`src/rtl/fetch_unit.sv`:
```
// fetch_unit: instruction fetch stage feeding the IF/ID register.
// Owns the 14-bit PC, presents it to the combinational instruction memory,
// captures the returned word, and hands it to decode over valid/ready.
// Handles stall, redirect with flush, and halt/resume.
// Optional build macro: FETCH_PERF_CNT_EN adds perf_fetched / perf_stall.
//
// state  | meaning
// -------+--------------------------------------------------------------
// BOOT   | one cycle after reset, no fetch
// RUN    | fetching, one word per cycle when decode keeps up
// HALTED | no fetch; pending word drains; left only by redirect or reset
module fetch_unit #(
  parameter logic [13:0] RESET_PC = 14'd0,
  parameter logic [31:0] NOP_WORD = 32'h0000_0000
) (
  input  logic        clk,
  input  logic        rst_n,
  output logic [13:0] pc_o,
  input  logic [31:0] ir_i,
  input  logic        id_ready,
  input  logic        redirect_valid,
  input  logic [13:0] redirect_pc,
  input  logic        halt_req,
  output logic        if_valid,
  output logic [31:0] if_ir,
  output logic [13:0] if_pc,
  output logic        halted
`ifdef FETCH_PERF_CNT_EN
  ,
  output logic [31:0] perf_fetched,
  output logic [31:0] perf_stall
`endif
);

  typedef enum logic [1:0] {
    BOOT   = 2'd0,
    RUN    = 2'd1,
    HALTED = 2'd2
  } state_t;

  state_t      state_q, state_d;
  logic [13:0] pc_q, pc_d;
  logic        if_valid_q, if_valid_d;
  logic [31:0] if_ir_q, if_ir_d;
  logic [13:0] if_pc_q, if_pc_d;
  logic        fe;

  assign fe = (state_q == RUN) && (!if_valid_q || id_ready);

  // Next-state and IF/ID register update; redirect beats fetch beats drain.
  always_comb begin
    state_d    = state_q;
    pc_d       = pc_q;
    if_valid_d = if_valid_q;
    if_ir_d    = if_ir_q;
    if_pc_d    = if_pc_q;

    case (state_q)
      BOOT:    state_d = RUN;
      RUN:     if (halt_req) state_d = HALTED;
      HALTED:  state_d = HALTED;
      default: state_d = BOOT;
    endcase

    if (redirect_valid) begin
      // The word in IF/ID is on the wrong path; drop it even if decode would take it.
      pc_d       = redirect_pc;
      if_valid_d = 1'b0;
      if_ir_d    = NOP_WORD;
      state_d    = halt_req ? HALTED : RUN;
    end else if (fe) begin
      if_ir_d    = ir_i;
      if_pc_d    = pc_q;
      if_valid_d = 1'b1;
      pc_d       = pc_q + 14'd1;
    end else if (id_ready) begin
      if_valid_d = 1'b0;
    end
  end

  // State, PC and IF/ID registers with synchronous active-low reset.
  always_ff @(posedge clk) begin
    if (!rst_n) begin
      state_q    <= BOOT;
      pc_q       <= RESET_PC;
      if_valid_q <= 1'b0;
      if_ir_q    <= NOP_WORD;
      if_pc_q    <= 14'd0;
    end else begin
      state_q    <= state_d;
      pc_q       <= pc_d;
      if_valid_q <= if_valid_d;
      if_ir_q    <= if_ir_d;
      if_pc_q    <= if_pc_d;
    end
  end

  assign pc_o     = pc_q;
  assign if_valid = if_valid_q;
  assign if_ir    = if_ir_q;
  assign if_pc    = if_pc_q;
  assign halted   = (state_q == HALTED);

`ifdef FETCH_PERF_CNT_EN
  logic [31:0] perf_fetched_q, perf_fetched_d;
  logic [31:0] perf_stall_q, perf_stall_d;

  // Count words actually captured and RUN cycles where decode back-pressures.
  always_comb begin
    perf_fetched_d = perf_fetched_q;
    perf_stall_d   = perf_stall_q;
    if (fe && !redirect_valid)
      perf_fetched_d = perf_fetched_q + 32'd1;
    if ((state_q == RUN) && if_valid_q && !id_ready && !redirect_valid)
      perf_stall_d = perf_stall_q + 32'd1;
  end

  // Counter registers; wrap naturally at 2^32.
  always_ff @(posedge clk) begin
    if (!rst_n) begin
      perf_fetched_q <= 32'd0;
      perf_stall_q   <= 32'd0;
    end else begin
      perf_fetched_q <= perf_fetched_d;
      perf_stall_q   <= perf_stall_d;
    end
  end

  assign perf_fetched = perf_fetched_q;
  assign perf_stall   = perf_stall_q;
`endif

endmodule

```
`config.mk`:
```
export PLATFORM = sky130hd
export DESIGN_NAME = fetch_unit
export DESIGN_NICKNAME = d
export VERILOG_FILES = /design/src/rtl/fetch_unit.sv
export SDC_FILE = /design/constraint.sdc
export NUM_CORES = 1
export LEC_CHECK = 0
export ABC_AREA = 1
export CORE_MARGIN = 10
export CORE_UTILIZATION = 39
export DETAILED_ROUTE_END_ITERATION = 10
export PLACE_DENSITY = 0.76
export RECOVER_POWER = 25
export SETUP_SLACK_MARGIN = 0.4
export SLEW_MARGIN = 30
export SYNTH_ARGS = -nofsm -noshare
export SYNTH_HDL_FRONTEND = slang
export SYNTH_SLANG_ARGS = --single-unit
export TNS_END_PERCENT = 1
```
`constraint.sdc`:
```
create_clock -name clk -period 1.25 [get_ports clk]
set_input_delay 0.125 -clock clk [delete_from_list [all_inputs] [get_ports clk]]
set_output_delay 0.125 -clock clk [all_outputs]
set_load 0.02 [all_outputs]
```
==> results of run 1 <==
==> layer usage <==
metal	routed length (µm)	vias to the layer above	part of all wire [%]	GRT usage, %
met4	149	0	1.6	5.294
met2	4239	139	45	25.31
met1	4140	1340	44	19.76
li1	-	1505	-	-
met5	0	-	0	0
met3	807	19	8.6	5.774
==> what timing repair did <==
action	4_1_cts	5_1_grt
buffers inserted	3	0
cloned	1	1
pin swaps	2	6
setup endpoints to repair	125	125
gates resized for setup	81	170
hold buffers	0	0
==> cells in the mapped netlist <==
master    number  area (µm²)
nor2_1        80       300.3
nand2_1       74       277.8
dfxtp_1       63        1261
inv_1         38       142.6
o21ai_0       31       155.2
a21oi_1       22       110.1
nand3_1       20       100.1
o21ai_1       11       55.05
buf_6          9       101.4
a211oi_1       5       37.54
clkbuf_1       4       15.01
ha_1           4       50.05
a31oi_1        3       18.77
nand2_2        3       18.77
clkbuf_2       2       10.01
inv_2          2       7.510
inv_4          2       12.51
o211ai_1       2       15.01
a21oi_2        1       8.760
a21oi_4        1       16.27
a22oi_1        1       7.510
buf_2          1       5.000
buf_4          1       7.510
nand2_4        1       11.26
nand3_4        1       17.52
nand4_1        1       6.260
nor2_2         1       6.260
nor2_4         1       11.26
nor3_1         1       5.000
o211a_1        1       10.01
xor2_1         1       8.760
==> flip-flops by register name, indices dropped and copies added (netlist names) <==
name      cells
if_ir        32
if_pc        14
pc_o         14
state_q       2
if_valid      1
==> power by group through the flow <==
stage,clock network (mW),registers (mW),logic (mW)
6_report,1.93,2.21,1.10
5_1_grt,2.08,2.23,1.19
4_1_cts,1.97,2.20,1.06
3_5_place_dp,0,2.25,1.07
3_3_place_gp,0,2.25,1.05
2_1_floorplan,0,2.37,0.431
==> worst max-delay path: stages, from the launching register on <==
cell and delay [ns]:
dfxtp_2 0.34, inv_2 0.07, ha_4 0.18, inv_2 0.07, a21oi_4 0.14, buf_4 0.15, nand2_2 0.04, xor2_1 0.14
a21oi_1 0.12
==> final cells by class <==
| class | count | area [µm²] |
|---|---|---|
| multi-input combinational | 266 | 1321 |
| clock buffer | 14 | 183.9 |
| tap | 96 | 120.1 |
| sequential | 63 | 1284 |
| timing repair buffer | 137 | 1294 |
| inverter | 42 | 165.2 |
| clock inverter | 2 | 35.03 |
| fill | 650 | 2504 |
==> worst paths after layout <==
path | from | endpoint | slack [ns] | cells after the start
worst max-delay path | state_q[1]$_SDFFE_PN0P_ | pc_o[2]$_SDFFE_PN0P_ | -0.07 | 8
worst min-delay path | ir_i[19] | if_ir[19]$_SDFFE_PP0P_ | 0.34 | 3
worst max register to register | state_q[1]$_SDFFE_PN0P_ | pc_o[2]$_SDFFE_PN0P_ | -0.07 | 8
worst min register to register | if_pc[7]$_SDFFE_PN0P_ | if_pc[7]$_SDFFE_PN0P_ | 0.46 | 2
==> logic make-up (layout without fill, tap and decap cells) <==
group                      after synthesis  count (layout)  synth area share, %
DFF                                     63              63                44.88
AOI/OAI and AO/OA                       78              78                15.45
buffers and inverters                   59             195                10.73
xor gates and xnor gates                 1               1               0.3117
adders and majority gates                4               4                1.781
and+or+nand+nor                        183             183                26.85
==> metrics by stage <==
stage | worst slack (ns) | cells | power, mW
2_1_floorplan | 0.08310 | 388 | 2.801
3_3_place_gp | -0.2715 | 599 | 3.303
3_5_place_dp | -0.2834 | 599 | 3.327
4_1_cts | -0.05800 | 619 | 5.228
5_1_grt | -0.1380 | 620 | 5.500
6_report | -0.06965 | 620 | 5.247
==> results.sh, run 1 <==
export IMPL_fmax_mhz=757.8
export IMPL_diodes=0
export IMPL_finalCriticalPeriod_ns=1.320
export IMPL_fp_dieH_um=104.9
export IMPL_num_vias=3003
export IMPL_cts_buffers=9
export IMPL_period_share_pct=105.6
export IMPL_core_area_um2=6907
export IMPL_grt_usage_pct=16.03
export IMPL_initial_core_util_pct=40.69
export IMPL_cellPowerDensity_nw_per_um2=1192
export IMPL_cts_tree="built"
export IMPL_sw_frac_of_total_pct=27.62
export IMPL_syn_inst=388
export IMPL_viasPerCell=4.844
export IMPL_p_leak_nw=1.919
export IMPL_p_sw_mw=1.449
export IMPL_intPower_mw=3.798
export IMPL_nets=574
export IMPL_grt_max_degree=33
export IMPL_clkPwrFrac_pct=36.8
export IMPL_finalInstanceArea_um2=4403
export IMPL_maxSlewViolCount=0
export IMPL_final_common_cell="nor2_1"
export IMPL_placed_area_um2=4172
export IMPL_ys_seq_elements=63
export IMPL_port_buffers=112
export IMPL_seq_area_frac_synth_pct=44.88
export IMPL_h_tree_depth=3
export IMPL_fin_hold_ws_ns=0.3410
export IMPL_hold_path_class="in -> reg"
export IMPL_clockBufferDepth=2
export IMPL_final_core_util_pct=63.75
export IMPL_cp_start_kind="register"
export IMPL_ys_warn_count=0
export IMPL_maxCapViolations=0
export IMPL_worstPathRequired_ns=1.51
export IMPL_slew_headroom_pct=80.35
export IMPL_layout_common_cells="nor2_1 (74), nand2_1 (73), dfxtp_1 (53), clkdlybuf4s50_1 (50), inv_1 (37)"
export IMPL_p_seq_share_pct=42.2
export IMPL_critPathCaptureType="register"
export IMPL_dr_pass1_iters=4
export IMPL_rsz0062_at_grt="true"
export IMPL_path_clk_slew_ns=0.07
export IMPL_dieWidth_um=104.9
export IMPL_criticalPathCategory="reg -> reg"
export IMPL_path_max_fanout=4
export IMPL_die_area_um2=11000
export IMPL_area_growth_syn_to_layout_pct=56.68
export IMPL_ioPinCount=113
export IMPL_wirelength_mm=9.337
export IMPL_grt_pass1_vias=2877
export IMPL_power_frac_comb_pct=21.0
export IMPL_drc=0
export IMPL_synth_cell_type_count=31
export IMPL_syn_num_nets=443
export IMPL_setup_viol=37
export IMPL_clock_sinks=63
export IMPL_drt_iter0_drc=138
export IMPL_hold_viol=0
export IMPL_dp_hpwl_mm=6.876
export IMPL_worst_pin_slew_ns=0.2945
export IMPL_rows=30
export IMPL_outcome="finished with violations"
export IMPL_fin_tns_setup_ns=-1.470
export IMPL_clkLatencyLatePin_ns=0.34
export IMPL_drive_above_1_share_pct=20.23
export IMPL_root_buffer="clkbuf_8"
export IMPL_wl_per_cell_um=15.06
export IMPL_final_antenna_net_count=0
export IMPL_violations="negative setup slack"
export IMPL_irDropWorstVdd_uv=650.0
export IMPL_antenna_found_initial=0
export IMPL_gpl_final_weighted_congestion=0.8332
export IMPL_grt_overflow_total=0
export IMPL_cp_arrival_ns=1.58
export IMPL_fin_worst_skew_ns=0.007760
export IMPL_synth_cell_area_um2=2810
export IMPL_finalWorstSetupSlack_ns=-0.06965
export IMPL_avgSynthCellArea_um2=7.243
export IMPL_grt_pass1_wl_mm=14.48
Note: power is estimated with default switching activity, not from simulation.
==> run 2: changes to the inputs <==
- CORE_MARGIN: 10 -> default
- HOLD_SLACK_MARGIN: default -> 0.12
==> results.sh, run 2 (same netlist as run 1, synthesis figures left out) <==
export IMPL_outcome="finished with violations"
export IMPL_violations="negative setup slack"
export IMPL_hold_viol=0
export IMPL_clkPwrFrac_pct=32.0
export IMPL_hold_start="ir_i[19]"
export IMPL_worstPathRequired_ns=1.52
export IMPL_dieWidth_um=86.89
export IMPL_final_common_cell="nor2_1"
export IMPL_die_area_um2=7549
export IMPL_wl_per_cell_um=13.81
export IMPL_root_buffer="clkbuf_8"
export IMPL_largest_reg_flops=32
export IMPL_port_buffers=112
export IMPL_slew_headroom_pct=78.80
export IMPL_gpl_final_weighted_congestion=0.8713
export IMPL_critPathMaxStageDelay_ns=0.33
export IMPL_core_area_um2=6869
export IMPL_h_tree_depth=3
export IMPL_criticalPathCategory="reg -> reg"
export IMPL_grt_overflow_total=0
export IMPL_antenna_found_initial=0
export IMPL_grt_pass1_wl_mm=13.88
export IMPL_layout_common_cells="nor2_1 (71), nand2_1 (69), clkdlybuf4s50_1 (50), buf_6 (39), dfxtp_1 (38)"
export IMPL_drt_iter0_drc=96
export IMPL_clkLatencyLatePin_ns=0.34
export IMPL_irDropWorstVdd_uv=512.6
export IMPL_path_delay_family="flip-flops"
export IMPL_area_growth_syn_to_layout_pct=61.18
export IMPL_maxSlewViolCount=0
export IMPL_grt_max_degree=33
export IMPL_fmax_mhz=747.2
export IMPL_viasPerCell=4.883
export IMPL_cts_buffers=9
export IMPL_ioPinCount=113
export IMPL_cts_tree="built"
export IMPL_p_leak_nw=1.915
export IMPL_rsz0062_at_grt="true"
export IMPL_r2r_start="state_q[1]$_SDFFE_PN0P_"
export IMPL_dr_pass1_iters=4
export IMPL_instances_no_fill=618
export IMPL_period_share_pct=107.1
export IMPL_sw_frac_of_total_pct=29.37
export IMPL_final_antenna_net_count=0
export IMPL_fp_dieH_um=86.89
export IMPL_path_clk_slew_ns=0.07
export IMPL_maxCapViolations=0
export IMPL_worst_pin_slew_ns=0.3177
export IMPL_drc=0
export IMPL_fin_worst_skew_ns=0.009091
export IMPL_initial_core_util_pct=40.91
export IMPL_wirelength_mm=8.536
export IMPL_crit_chain="inv_2, ha_4, inv_4, a21oi_4, buf_6, nand2_2, xor2_1, a21oi_1"
export IMPL_critPathCaptureType="register"
export IMPL_reg2regPathDepth=8
export IMPL_clock_sinks=63
export IMPL_cp_arrival_ns=1.60
export IMPL_intPower_mw=3.513
export IMPL_finalCriticalPeriod_ns=1.338
export IMPL_path_max_fanout=4
export IMPL_rows=30
export IMPL_dp_cells=596
export IMPL_path_buf_inv=3
export IMPL_nets=573
export IMPL_p_seq_share_pct=44.8
export IMPL_cp_start_kind="register"
export IMPL_hold_path_class="in -> reg"
export IMPL_fin_hold_ws_ns=0.3248
export IMPL_finalWorstSetupSlack_ns=-0.08837
export IMPL_power_frac_comb_pct=23.2
export IMPL_num_vias=3018
export IMPL_worstReg2RegEnd="pc_o[2]$_SDFFE_PN0P_"
export IMPL_grt_usage_pct=23.92
export IMPL_cpMaxStageDelayCell="dfxtp_2"
export IMPL_dp_hpwl_mm=5.711
export IMPL_hold_path_cell_count=3
export IMPL_drive_above_1_share_pct=29.50
export IMPL_cellPowerDensity_nw_per_um2=1098
export IMPL_p_sw_mw=1.461
export IMPL_r2r_slack_ns=-0.09
export IMPL_whs_endpoint="if_ir[19]$_SDFFE_PP0P_"
export IMPL_grt_pass1_vias=2964
export IMPL_setup_viol=32
export IMPL_clockBufferDepth=2
export IMPL_diodes=0
run 2: cell count changes in the layout (fill, tap and decap cells not counted), sizes merged:
| cell | delta |
|---|---|
| buf | +24 |
| dlygate4sd2 | -17 |
| clkbuf | -12 |
| bufinv | -1 |
| clkdlybuf4s15 | +1 |
| clkdlybuf4s18 | +1 |
| clkinv | +1 |
| clkinvlp | +1 |
run 2: routing by layer:
layer	up-vias	wire [µm]	GRT usage (%)
met5	-	0	0
met4	0	138	9.394
met3	15	728	5.498
met2	136	4052	41.16
met1	1370	3616	28.87
li1	1497	-	-
run 2: worst max-delay path by stage:
stage                            startpoint                 endpoint  slack [ns]  cells past startpoint
floorplan           state_q[1]$_SDFFE_PN0P_     pc_o[0]$_SDFFE_PN0P_        0.08                      7
global placement                   id_ready    if_ir[1]$_SDFFE_PP0P_       -0.33                      7
detailed placement           redirect_valid  state_q[1]$_SDFFE_PN0P_       -0.39                      6
CTS                 state_q[1]$_SDFFE_PN0P_     pc_o[2]$_SDFFE_PN0P_       -0.06                      8
global route        state_q[1]$_SDFFE_PN0P_     pc_o[2]$_SDFFE_PN0P_       -0.16                      8
finish              state_q[1]$_SDFFE_PN0P_     pc_o[2]$_SDFFE_PN0P_       -0.09                      8
run 2: through the flow:
stage / cell area (µm²) / power (mW) / util (%) / worst slack (ns) / setup TNS, ns
global route: 4529 / 5.206 / 65.94 / -0.1588 / -4.183
global placement: 4149 / 3.286 / 60.40 / -0.3264 / -13.34
detailed placement: 4149 / 3.303 / 60.40 / -0.3863 / -15.40
finish: 4529 / 4.974 / 65.94 / -0.08837 / -1.165
floorplan: 2856 / 2.801 / - / 0.08310 / 0
CTS: 4502 / 4.968 / 65.54 / -0.05903 / -0.3614
run 2: what timing repair did:
item / 4_1_cts / 5_1_grt
pin swaps: 27 / 9
hold buffers: 0 / 0
gates cloned: 1 / 0
gates resized for setup: 352 / 34
buffers inserted: 5 / 1
endpoints found under the setup margin: 125 / 125
run 2: worst reg2reg max path: cells and delay by family (launching register included):
kind            cells  cell delay, ns
flops               1            0.33
compound gates      2            0.31
buf+inv             3            0.27
fa+ha+maj           1            0.19
xor+xnor            1            0.13
simple gates        1            0.04
run 2: cell type report:
class | instances | area [µm²]
Clock inverter | 3 | 17.52
Fill cell | 606 | 2340
Tap cell | 96 | 120.1
Timing Repair Buffer | 136 | 1384
Clock buffer | 12 | 156.4
Sequential cell | 63 | 1308
Inverter | 42 | 167.7
Multi-Input combinational cell | 266 | 1376
run 2: power by group through the flow:
| stage | Clock, mW | Sequential (mW) | Combinational (mW) |
|---|---|---|---|
| after floorplan | 0 | 2.37 | 0.431 |
| after CTS | 1.61 | 2.23 | 1.13 |
| after global placement | 0 | 2.25 | 1.04 |
| after detailed placement | 0 | 2.25 | 1.05 |
| final | 1.59 | 2.23 | 1.15 |
| after global routing | 1.71 | 2.24 | 1.25 |
